### src/rtl/root_hub_pkg.sv
`default_nettype none
// ============================================================================
// Module      : root_hub_pkg
// Description : Shared definitions for the root hub stage controller:
//               stage command codes broadcast to the children, the controller
//               state encoding and a state-to-stage-code helper.
// Revision    : 1.0 - initial release
// ============================================================================
package root_hub_pkg;

    localparam int STAGE_WIDTH = 3;

    typedef logic [STAGE_WIDTH-1:0] stage_t;

    localparam stage_t STAGE_IDLE                = 3'd0;
    localparam stage_t STAGE_MEASUREMENT_LOADING = 3'd1;
    localparam stage_t STAGE_GROW                = 3'd2;
    localparam stage_t STAGE_MERGE               = 3'd3;
    localparam stage_t STAGE_PEELING             = 3'd4;

    typedef enum logic [2:0] {
        ST_IDLE       = 3'd0,
        ST_SEND_LOAD  = 3'd1,
        ST_SEND_GROW  = 3'd2,
        ST_SEND_MERGE = 3'd3,
        ST_SEND_PEEL  = 3'd4,
        ST_SETTLE     = 3'd5,
        ST_FINISH     = 3'd6
    } ctrl_state_e;

    // Stage code carried on the command bus while in a given state;
    // non-broadcast states present STAGE_IDLE.
    function automatic stage_t stage_of(input ctrl_state_e s);
        case (s)
            ST_SEND_LOAD:  return STAGE_MEASUREMENT_LOADING;
            ST_SEND_GROW:  return STAGE_GROW;
            ST_SEND_MERGE: return STAGE_MERGE;
            ST_SEND_PEEL:  return STAGE_PEELING;
            default:       return STAGE_IDLE;
        endcase
    endfunction

endpackage
`default_nettype wire

### src/rtl/root_hub_stage_controller_if.sv
`default_nettype none
// ============================================================================
// Module      : root_hub_stage_controller_if
// Description : Downstream command channel and aggregated child status lines.
//               master = stage controller, slave = downstream children.
// Ports       : stage_cmd_data    stage code broadcast to all children
//               stage_cmd_valid   per-child command valid
//               stage_cmd_ready   per-child command ready
//               downstream_has_message_flying / downstream_has_odd_clusters
//                                 per-child status flags
// Revision    : 1.0 - initial release
// ============================================================================
interface root_hub_stage_controller_if #(
    parameter int NUM_CHILDREN = 2
);
    logic [root_hub_pkg::STAGE_WIDTH-1:0] stage_cmd_data;
    logic [NUM_CHILDREN-1:0]              stage_cmd_valid;
    logic [NUM_CHILDREN-1:0]              stage_cmd_ready;
    logic [NUM_CHILDREN-1:0]              downstream_has_message_flying;
    logic [NUM_CHILDREN-1:0]              downstream_has_odd_clusters;

    modport master (
        output stage_cmd_data,
        output stage_cmd_valid,
        input  stage_cmd_ready,
        input  downstream_has_message_flying,
        input  downstream_has_odd_clusters
    );

    modport slave (
        input  stage_cmd_data,
        input  stage_cmd_valid,
        output stage_cmd_ready,
        output downstream_has_message_flying,
        output downstream_has_odd_clusters
    );
endinterface
`default_nettype wire

### src/rtl/root_hub_stage_controller_broadcast_handshake.sv
`default_nettype none
// ============================================================================
// Module      : broadcast_handshake
// Description : Per-child valid/ready tracking for one command broadcast.
//               A child's valid drops the cycle after it accepts; the
//               broadcast completes once every child has accepted.
// Ports       : clk, reset        clock, synchronous active-high reset
//               active_i          a broadcast is in progress
//               ready_i[N]        per-child ready
//               valid_o[N]        per-child valid
//               complete_o        all children accepted (this cycle included)
// Revision    : 1.0 - initial release
// ============================================================================
module broadcast_handshake #(
    parameter int NUM_CHILDREN = 2
) (
    input  wire logic                    clk,
    input  wire logic                    reset,
    input  wire logic                    active_i,
    input  wire logic [NUM_CHILDREN-1:0] ready_i,
    output logic      [NUM_CHILDREN-1:0] valid_o,
    output logic                         complete_o
);
    logic [NUM_CHILDREN-1:0] done_mask_q;
    logic [NUM_CHILDREN-1:0] done_mask_d;
    logic [NUM_CHILDREN-1:0] accept;

    assign valid_o    = {NUM_CHILDREN{active_i}} & ~done_mask_q;
    assign accept     = valid_o & ready_i;
    // Include this cycle's accepts so an all-ready broadcast takes one cycle.
    assign complete_o = active_i && (&(done_mask_q | accept));

    always_comb begin
        done_mask_d = done_mask_q | accept;
        // Mask is cleared between broadcasts so the next one starts all-valid.
        if (!active_i || complete_o) begin
            done_mask_d = '0;
        end
    end

    always_ff @(posedge clk) begin
        if (reset) begin
            done_mask_q <= '0;
        end else begin
            done_mask_q <= done_mask_d;
        end
    end
endmodule
`default_nettype wire

### src/rtl/root_hub_stage_controller.sv
`default_nettype none
// ============================================================================
// Module      : root_hub_stage_controller
// Description : Sequences one decoding round of the root hub: load, repeated
//               grow/merge while odd clusters remain, then peel. Waits for the
//               network to stay quiet SETTLE_CYCLES cycles after each
//               load/merge/peel broadcast before deciding the next step.
// Ports       : clk, reset          clock, synchronous active-high reset
//               new_round_start     start request, honoured only when idle
//               bus (master)        command broadcast + child status lines
//               result_valid        round finished normally (level)
//               deadlock            round aborted (level)
//               iteration_counter   grow broadcasts completed this round
//               cycle_counter       cycles spent in this round (saturating)
// Option      : ROOT_HUB_WATCHDOG_EN - abort a round once cycle_counter
//               reaches WATCHDOG_CYCLES.
// Revision    : 1.0 - initial release
// ============================================================================
module root_hub_stage_controller
    import root_hub_pkg::*;
#(
    parameter int NUM_CHILDREN            = 2,
    parameter int ITERATION_COUNTER_WIDTH = 8,
    parameter int MAX_ITERATIONS          = 255,
    parameter int SETTLE_CYCLES           = 4,
    parameter int WATCHDOG_CYCLES         = 65535
) (
    input  wire logic                               clk,
    input  wire logic                               reset,
    input  wire logic                               new_round_start,
    root_hub_stage_controller_if.master             bus,
    output logic                                    result_valid,
    output logic                                    deadlock,
    output logic [ITERATION_COUNTER_WIDTH-1:0]      iteration_counter,
    output logic [31:0]                             cycle_counter
);
    if (SETTLE_CYCLES < 1 || SETTLE_CYCLES > 15 || WATCHDOG_CYCLES < 1 ||
        MAX_ITERATIONS >= (1 << ITERATION_COUNTER_WIDTH)) begin : g_param_check
        $error("root_hub_stage_controller: parameter out of range");
    end

    ctrl_state_e                        state_q, state_d;
    logic                               peel_q, peel_d;
    logic [3:0]                         settle_q, settle_d;
    logic                               result_valid_q, result_valid_d;
    logic                               deadlock_q, deadlock_d;
    logic [ITERATION_COUNTER_WIDTH-1:0] iter_q, iter_d;
    logic [31:0]                        cycle_q, cycle_d;

    logic send_active;
    logic bcast_done;
    logic watchdog_trip;
    logic any_flying;
    logic any_odd;

    assign any_flying = |bus.downstream_has_message_flying;
    assign any_odd    = |bus.downstream_has_odd_clusters;

`ifdef ROOT_HUB_WATCHDOG_EN
    assign watchdog_trip = (state_q != ST_IDLE) && (cycle_q >= 32'(WATCHDOG_CYCLES));
`else
    assign watchdog_trip = 1'b0;
`endif

    // A watchdog abort withdraws every valid in the same cycle.
    assign send_active = ((state_q == ST_SEND_LOAD) || (state_q == ST_SEND_GROW) ||
                          (state_q == ST_SEND_MERGE) || (state_q == ST_SEND_PEEL)) &&
                         !watchdog_trip;

    broadcast_handshake #(
        .NUM_CHILDREN (NUM_CHILDREN)
    ) u_broadcast_handshake (
        .clk        (clk),
        .reset      (reset),
        .active_i   (send_active),
        .ready_i    (bus.stage_cmd_ready),
        .valid_o    (bus.stage_cmd_valid),
        .complete_o (bcast_done)
    );

    assign bus.stage_cmd_data = stage_of(state_q);

    always_comb begin
        state_d        = state_q;
        peel_d         = peel_q;
        settle_d       = '0;
        result_valid_d = result_valid_q;
        deadlock_d     = deadlock_q;
        iter_d         = iter_q;
        cycle_d        = cycle_q;

        if (state_q != ST_IDLE && cycle_q != 32'hFFFF_FFFF) begin
            cycle_d = cycle_q + 32'd1;
        end

        case (state_q)
            ST_IDLE: begin
                if (new_round_start) begin
                    result_valid_d = 1'b0;
                    deadlock_d     = 1'b0;
                    iter_d         = '0;
                    cycle_d        = '0;
                    peel_d         = 1'b0;
                    state_d        = ST_SEND_LOAD;
                end
            end
            ST_SEND_LOAD: begin
                if (bcast_done) state_d = ST_SETTLE;
            end
            ST_SEND_GROW: begin
                if (bcast_done) begin
                    iter_d  = iter_q + 1'b1;
                    state_d = ST_SEND_MERGE;
                end
            end
            ST_SEND_MERGE: begin
                if (bcast_done) state_d = ST_SETTLE;
            end
            ST_SEND_PEEL: begin
                if (bcast_done) begin
                    peel_d  = 1'b1;
                    state_d = ST_SETTLE;
                end
            end
            ST_SETTLE: begin
                // Any flying message restarts the quiet-period count.
                if (any_flying) begin
                    settle_d = '0;
                end else if (settle_q == 4'(SETTLE_CYCLES - 1)) begin
                    settle_d = '0;
                    if (peel_q) begin
                        state_d = ST_FINISH;
                    end else if (!any_odd) begin
                        state_d = ST_SEND_PEEL;
                    end else if (iter_q == ITERATION_COUNTER_WIDTH'(MAX_ITERATIONS)) begin
                        deadlock_d = 1'b1;
                        state_d    = ST_IDLE;
                    end else begin
                        state_d = ST_SEND_GROW;
                    end
                end else begin
                    settle_d = settle_q + 4'd1;
                end
            end
            ST_FINISH: begin
                result_valid_d = 1'b1;
                peel_d         = 1'b0;
                state_d        = ST_IDLE;
            end
            default: begin
                state_d = ST_IDLE;
            end
        endcase

        if (watchdog_trip) begin
            state_d        = ST_IDLE;
            deadlock_d     = 1'b1;
            result_valid_d = 1'b0;
            peel_d         = 1'b0;
            settle_d       = '0;
            iter_d         = iter_q;
            cycle_d        = cycle_q;
        end
    end

    always_ff @(posedge clk) begin
        if (reset) begin
            state_q        <= ST_IDLE;
            peel_q         <= 1'b0;
            settle_q       <= '0;
            result_valid_q <= 1'b0;
            deadlock_q     <= 1'b0;
            iter_q         <= '0;
            cycle_q        <= '0;
        end else begin
            state_q        <= state_d;
            peel_q         <= peel_d;
            settle_q       <= settle_d;
            result_valid_q <= result_valid_d;
            deadlock_q     <= deadlock_d;
            iter_q         <= iter_d;
            cycle_q        <= cycle_d;
        end
    end

    assign result_valid      = result_valid_q;
    assign deadlock          = deadlock_q;
    assign iteration_counter = iter_q;
    assign cycle_counter     = cycle_q;
endmodule
`default_nettype wire

### src/flat_wrapper.sv
// flat-port wrapper written by rule: the top's interface ports become plain ports
module root_hub_stage_controller_flat import root_hub_pkg::*;
#(
    parameter int NUM_CHILDREN            = 2,
    parameter int ITERATION_COUNTER_WIDTH = 8,
    parameter int MAX_ITERATIONS          = 255,
    parameter int SETTLE_CYCLES           = 4,
    parameter int WATCHDOG_CYCLES         = 65535
)
  (clk, reset, new_round_start, result_valid, deadlock, iteration_counter, cycle_counter, bus_stage_cmd_data, bus_stage_cmd_valid, bus_stage_cmd_ready, bus_downstream_has_message_flying, bus_downstream_has_odd_clusters);
  root_hub_stage_controller_if #(.NUM_CHILDREN(NUM_CHILDREN)) bus_i ();
  input  wire logic clk;
  input  wire logic reset;
  input  wire logic new_round_start;
  output logic result_valid;
  output logic deadlock;
  output logic [ITERATION_COUNTER_WIDTH-1:0] iteration_counter;
  output logic [31:0] cycle_counter;
  output wire logic [$bits(bus_i.stage_cmd_data)-1:0] bus_stage_cmd_data;
  output wire logic [$bits(bus_i.stage_cmd_valid)-1:0] bus_stage_cmd_valid;
  input wire logic [$bits(bus_i.stage_cmd_ready)-1:0] bus_stage_cmd_ready;
  input wire logic [$bits(bus_i.downstream_has_message_flying)-1:0] bus_downstream_has_message_flying;
  input wire logic [$bits(bus_i.downstream_has_odd_clusters)-1:0] bus_downstream_has_odd_clusters;
  assign bus_stage_cmd_data = bus_i.stage_cmd_data;
  assign bus_stage_cmd_valid = bus_i.stage_cmd_valid;
  assign bus_i.stage_cmd_ready = bus_stage_cmd_ready;
  assign bus_i.downstream_has_message_flying = bus_downstream_has_message_flying;
  assign bus_i.downstream_has_odd_clusters = bus_downstream_has_odd_clusters;
  root_hub_stage_controller #(.NUM_CHILDREN(NUM_CHILDREN), .ITERATION_COUNTER_WIDTH(ITERATION_COUNTER_WIDTH), .MAX_ITERATIONS(MAX_ITERATIONS), .SETTLE_CYCLES(SETTLE_CYCLES), .WATCHDOG_CYCLES(WATCHDOG_CYCLES)) u_core (.clk(clk), .reset(reset), .new_round_start(new_round_start), .bus(bus_i), .result_valid(result_valid), .deadlock(deadlock), .iteration_counter(iteration_counter), .cycle_counter(cycle_counter));
endmodule
### config.mk
export PLATFORM = sky130hd
export DESIGN_NAME = root_hub_stage_controller_flat
export DESIGN_NICKNAME = d
export VERILOG_FILES = /design/src/rtl/root_hub_pkg.sv /design/src/rtl/root_hub_stage_controller_if.sv /design/src/rtl/root_hub_stage_controller_broadcast_handshake.sv /design/src/rtl/root_hub_stage_controller.sv /design/src/flat_wrapper.sv
export SDC_FILE = /design/constraint.sdc
export NUM_CORES = 1
export LEC_CHECK = 0
export CAP_MARGIN = 20
export CORE_MARGIN = 1
export CORE_UTILIZATION = 47
export CTS_BUF_LIST = sky130_fd_sc_hd__clkbuf_4 sky130_fd_sc_hd__clkbuf_8
export CTS_CLUSTER_SIZE = 14
export DETAILED_ROUTE_END_ITERATION = 10
export GPL_TIMING_DRIVEN = 0
export PLACE_DENSITY = 0.88
export SLEW_MARGIN = 20
export SYNTH_ARGS = -nofsm -noshare
export SYNTH_HDL_FRONTEND = slang
export SYNTH_HIERARCHICAL = 1
export SYNTH_SLANG_ARGS = --single-unit
### constraint.sdc
create_clock -name clk -period 2.75 [get_ports clk]
set_input_delay 0.4125 -clock clk [delete_from_list [all_inputs] [get_ports clk]]
set_output_delay 0.4125 -clock clk [all_outputs]
set_load 0.01 [all_outputs]
==> reports/metrics.csv <==
metric,value,unit
post-route design area,3356,um2
Clock Tree Buf Depth,2,
Die Height,76.79,um
Clock Latency Late Sink,300,ps
met1 WL,2786,um
Row Count,26,
Detail Route met3 WL,439,um
cell area after synthesis,2629,um2
GRT Resource Usage Total,22.29,%
top post-synthesis cells by count,"dfxtp_1 (52), nor2_1 (39), a21oi_1 (24)",
number of max-cap violations,0,
period utilisation layout,93.73,%
port bufs,55,
Clock Skew,9.398,ps
CTS clock-pin slew for the worst setup and hold paths,80,ps
"Hold Violations, Final",0,
outcome,"finished, final reports clean",
VDD IR max,355.2,uV
largest net degree at the start of global routing,14,
Netlist cell types,47,
Core Region,5238,um2
clk sinks,52,
area delta synth->final,27.65,%
Synth Warn #,6,
dpl cell area,3267,um2
type of the most critical hold path,reg -> reg,
Via density,6.013,
initial antenna violation count,0,
top cell type's share of synthesized area,39.60,%
Switching Share,29.10,%
Initial Util,50.19,%
DIE AREA,5896,um2
Routed WL per cell,14.46,um
kind of critical path,reg -> reg,
WP buf/inv,0,
H-tree depth,2,
drt pass-1 iters,5,
Rel. slew slack,37.16,%
"FFs w/ async S/R, synth",0,%
post-synthesis cell count,315,
placed cells,440,
Worst path max stage delay,570,ps
"antenna viol nets, final",0,
"Top FF cell, synth",dfxtp_1,
Switch Pwr,444.2,uW
total power draw,1527,uW
Final Non-Filler Cells,445,
"Largest delay share family, worst path",simple AND/OR/NAND/NOR gates,
Synthesized Nets,327,
DR WL met2,3097,um
worst endpoint required time,2970,ps
TNS Setup,0,ps
sequential share of power,51.2,%
CTS root buffer,clkbuf_8,
Final min period,2578,ps
Via Count,2676,
largest area contributor in the netlist,dfxtp_1,
first-pass GRT wire length,10810,um
Comb pwr share,23.3,%
top-count cell post-synth,dfxtp_1,
CP arrival,2800,ps
Slew @ Worst Pin,942.6,ps
setup bufs post-CTS,0,
Startpoint Class,flip-flop,
width of the die,76.79,um
highest metal used,met4,
I/O pins,56,
Max Clock Freq,388.0,MHz
PwrDens,454.9,nW/um2
CTS tree,done,
Final Max Slew Viols,0,
CP Max Fanout,6,
routability cong.,0.8934,
"EDFF count, synth",0,
ANT cells,0,
number of CTS-inserted buffers,5,
worst path cell trace,nor2_1 -> xnor2_2 -> nor3b_4 -> mux2i_1 -> or4_1 -> or3_1 -> a21oi_1,
RSZ-0062 raised after global routing,no,
CTS Hold Bufs,0,
average size of a mapped cell,8.345,um2
synthesized flop and latch total,52,
total of fill cells in the finished design,447,
Remaining DRCs,0,
Final setup viols,0,
GR Overflow Total,0,
Critical-path top delay cell,or4_1,
leakage,0.001084,uW
hpwl dp,4529,um
Setup crit end kind,flip-flop,
sequential fraction of the synthesis area,39.60,%
drt initial violations,179,
Total Wirelength,6434,um
number of global-route vias before repair,2387,
layout cells sized above 1,4.800,%
P_int,1082,uW
Area contributors post-synth,"dfxtp_1 (40%), nor2_1 (5.6%), a21oi_1 (4.6%)",
clock share of power,25.6,%
Final #Nets,389,
through the flow:
| stage | worst slack [ps] | util, % | hold slack [ps] |
|---|---|---|---|
| finish | 172.4 | 64.07 | 452.3 |
| global route | 31.32 | 64.07 | 477.1 |
| floorplan | 190.2 | - | 417.6 |
| detailed placement | -254.5 | 62.37 | 439.2 |
| global placement | -178.0 | 62.37 | 429.2 |
| CTS | 91.42 | 63.81 | 457.8 |
sequential cells by signal, indices dropped and copies added, names as in the netlist:
| name | count |
|---|---|
| u_core/cycle_counter | 32 |
| u_core/result_valid | 1 |
| u_core/state_q | 3 |
| u_core/iteration_counter | 8 |
| u_core/settle_q | 4 |
| u_core/u_broadcast_handshake/done_mask_q | 2 |
| u_core/peel_q | 1 |
| u_core/deadlock | 1 |
cell families (layout without fill, tap and decap cells):
kind of cell / after synthesis / in the layout / synth area share [%]
mux: 6 / 6 / 2.332
flops: 52 / 52 / 39.60
simple gates: 149 / 149 / 31.37
compound gates: 65 / 65 / 16.04
buf+inv: 23 / 83 / 3.569
xor+xnor: 17 / 17 / 5.664
fa+ha+maj: 3 / 3 / 1.428
layer usage:
metal  vias up  GRT usage, %
met1      1251         28.41
li1       1291             -
met2       119         37.77
met5         -             0
met3        15         3.929
met4         0         7.308
what timing repair did:
item,CTS,global route
endpoints found under the setup margin,3,2
endpoints found under the hold margin,0,0
resized for setup,2,2
placed cells by master (no fill, tap or decap), types with 4 or more instances in the layout:
cell	netlist	layout
nand3_1	16	16
clkbuf_1	12	11
nand2b_1	7	7
clkdlybuf4s50_1	0	55
dfxtp_1	52	52
o21ai_0	7	7
and3_1	4	4
a21oi_1	24	24
nand2_1	19	19
nor2_1	39	39
nand4_1	15	15
nor3_1	6	6
o31ai_1	14	14
or3_1	8	8
or4_1	14	14
clkbuf_8	0	5
and2_1	4	4
xor2_1	13	13
inv_1	6	6
mux2i_1	5	5
power groups by stage:
stage                     combinational [uW]  clock, uW  sequential (uW)
after floorplan                          214          0              800
after global placement                   328          0              799
after detailed placement                 334          0              800
after CTS                                339        396              782
after global routing                     387        421              785
final                                    355        390              781
path summary, 6_finish.rpt:
check                          start                     endpoint  slack (ps)  cells after the start
hold / removal    u_core/settle_q[0]           u_core/settle_q[0]         450                      1
hold reg to reg   u_core/settle_q[0]           u_core/settle_q[0]         450                      1
setup reg to reg   u_core/state_q[1]  u_core/iteration_counter[5]         170                      7
setup / recovery   u_core/state_q[1]  u_core/iteration_counter[5]         170                      7
cell type report:
type,count,area (um2),share of cell area [%]
well taps,70,87.58,2.610
inverters,6,22.52,0.6711
repair buffers,55,550.5,16.41
multi-input cells,240,1513,45.08
clock buffers,5,68.82,2.051
flip-flops and latches,52,1041,31.02
plain buffers,17,72.57,2.163
Note: power is estimated with default switching activity, not from simulation.
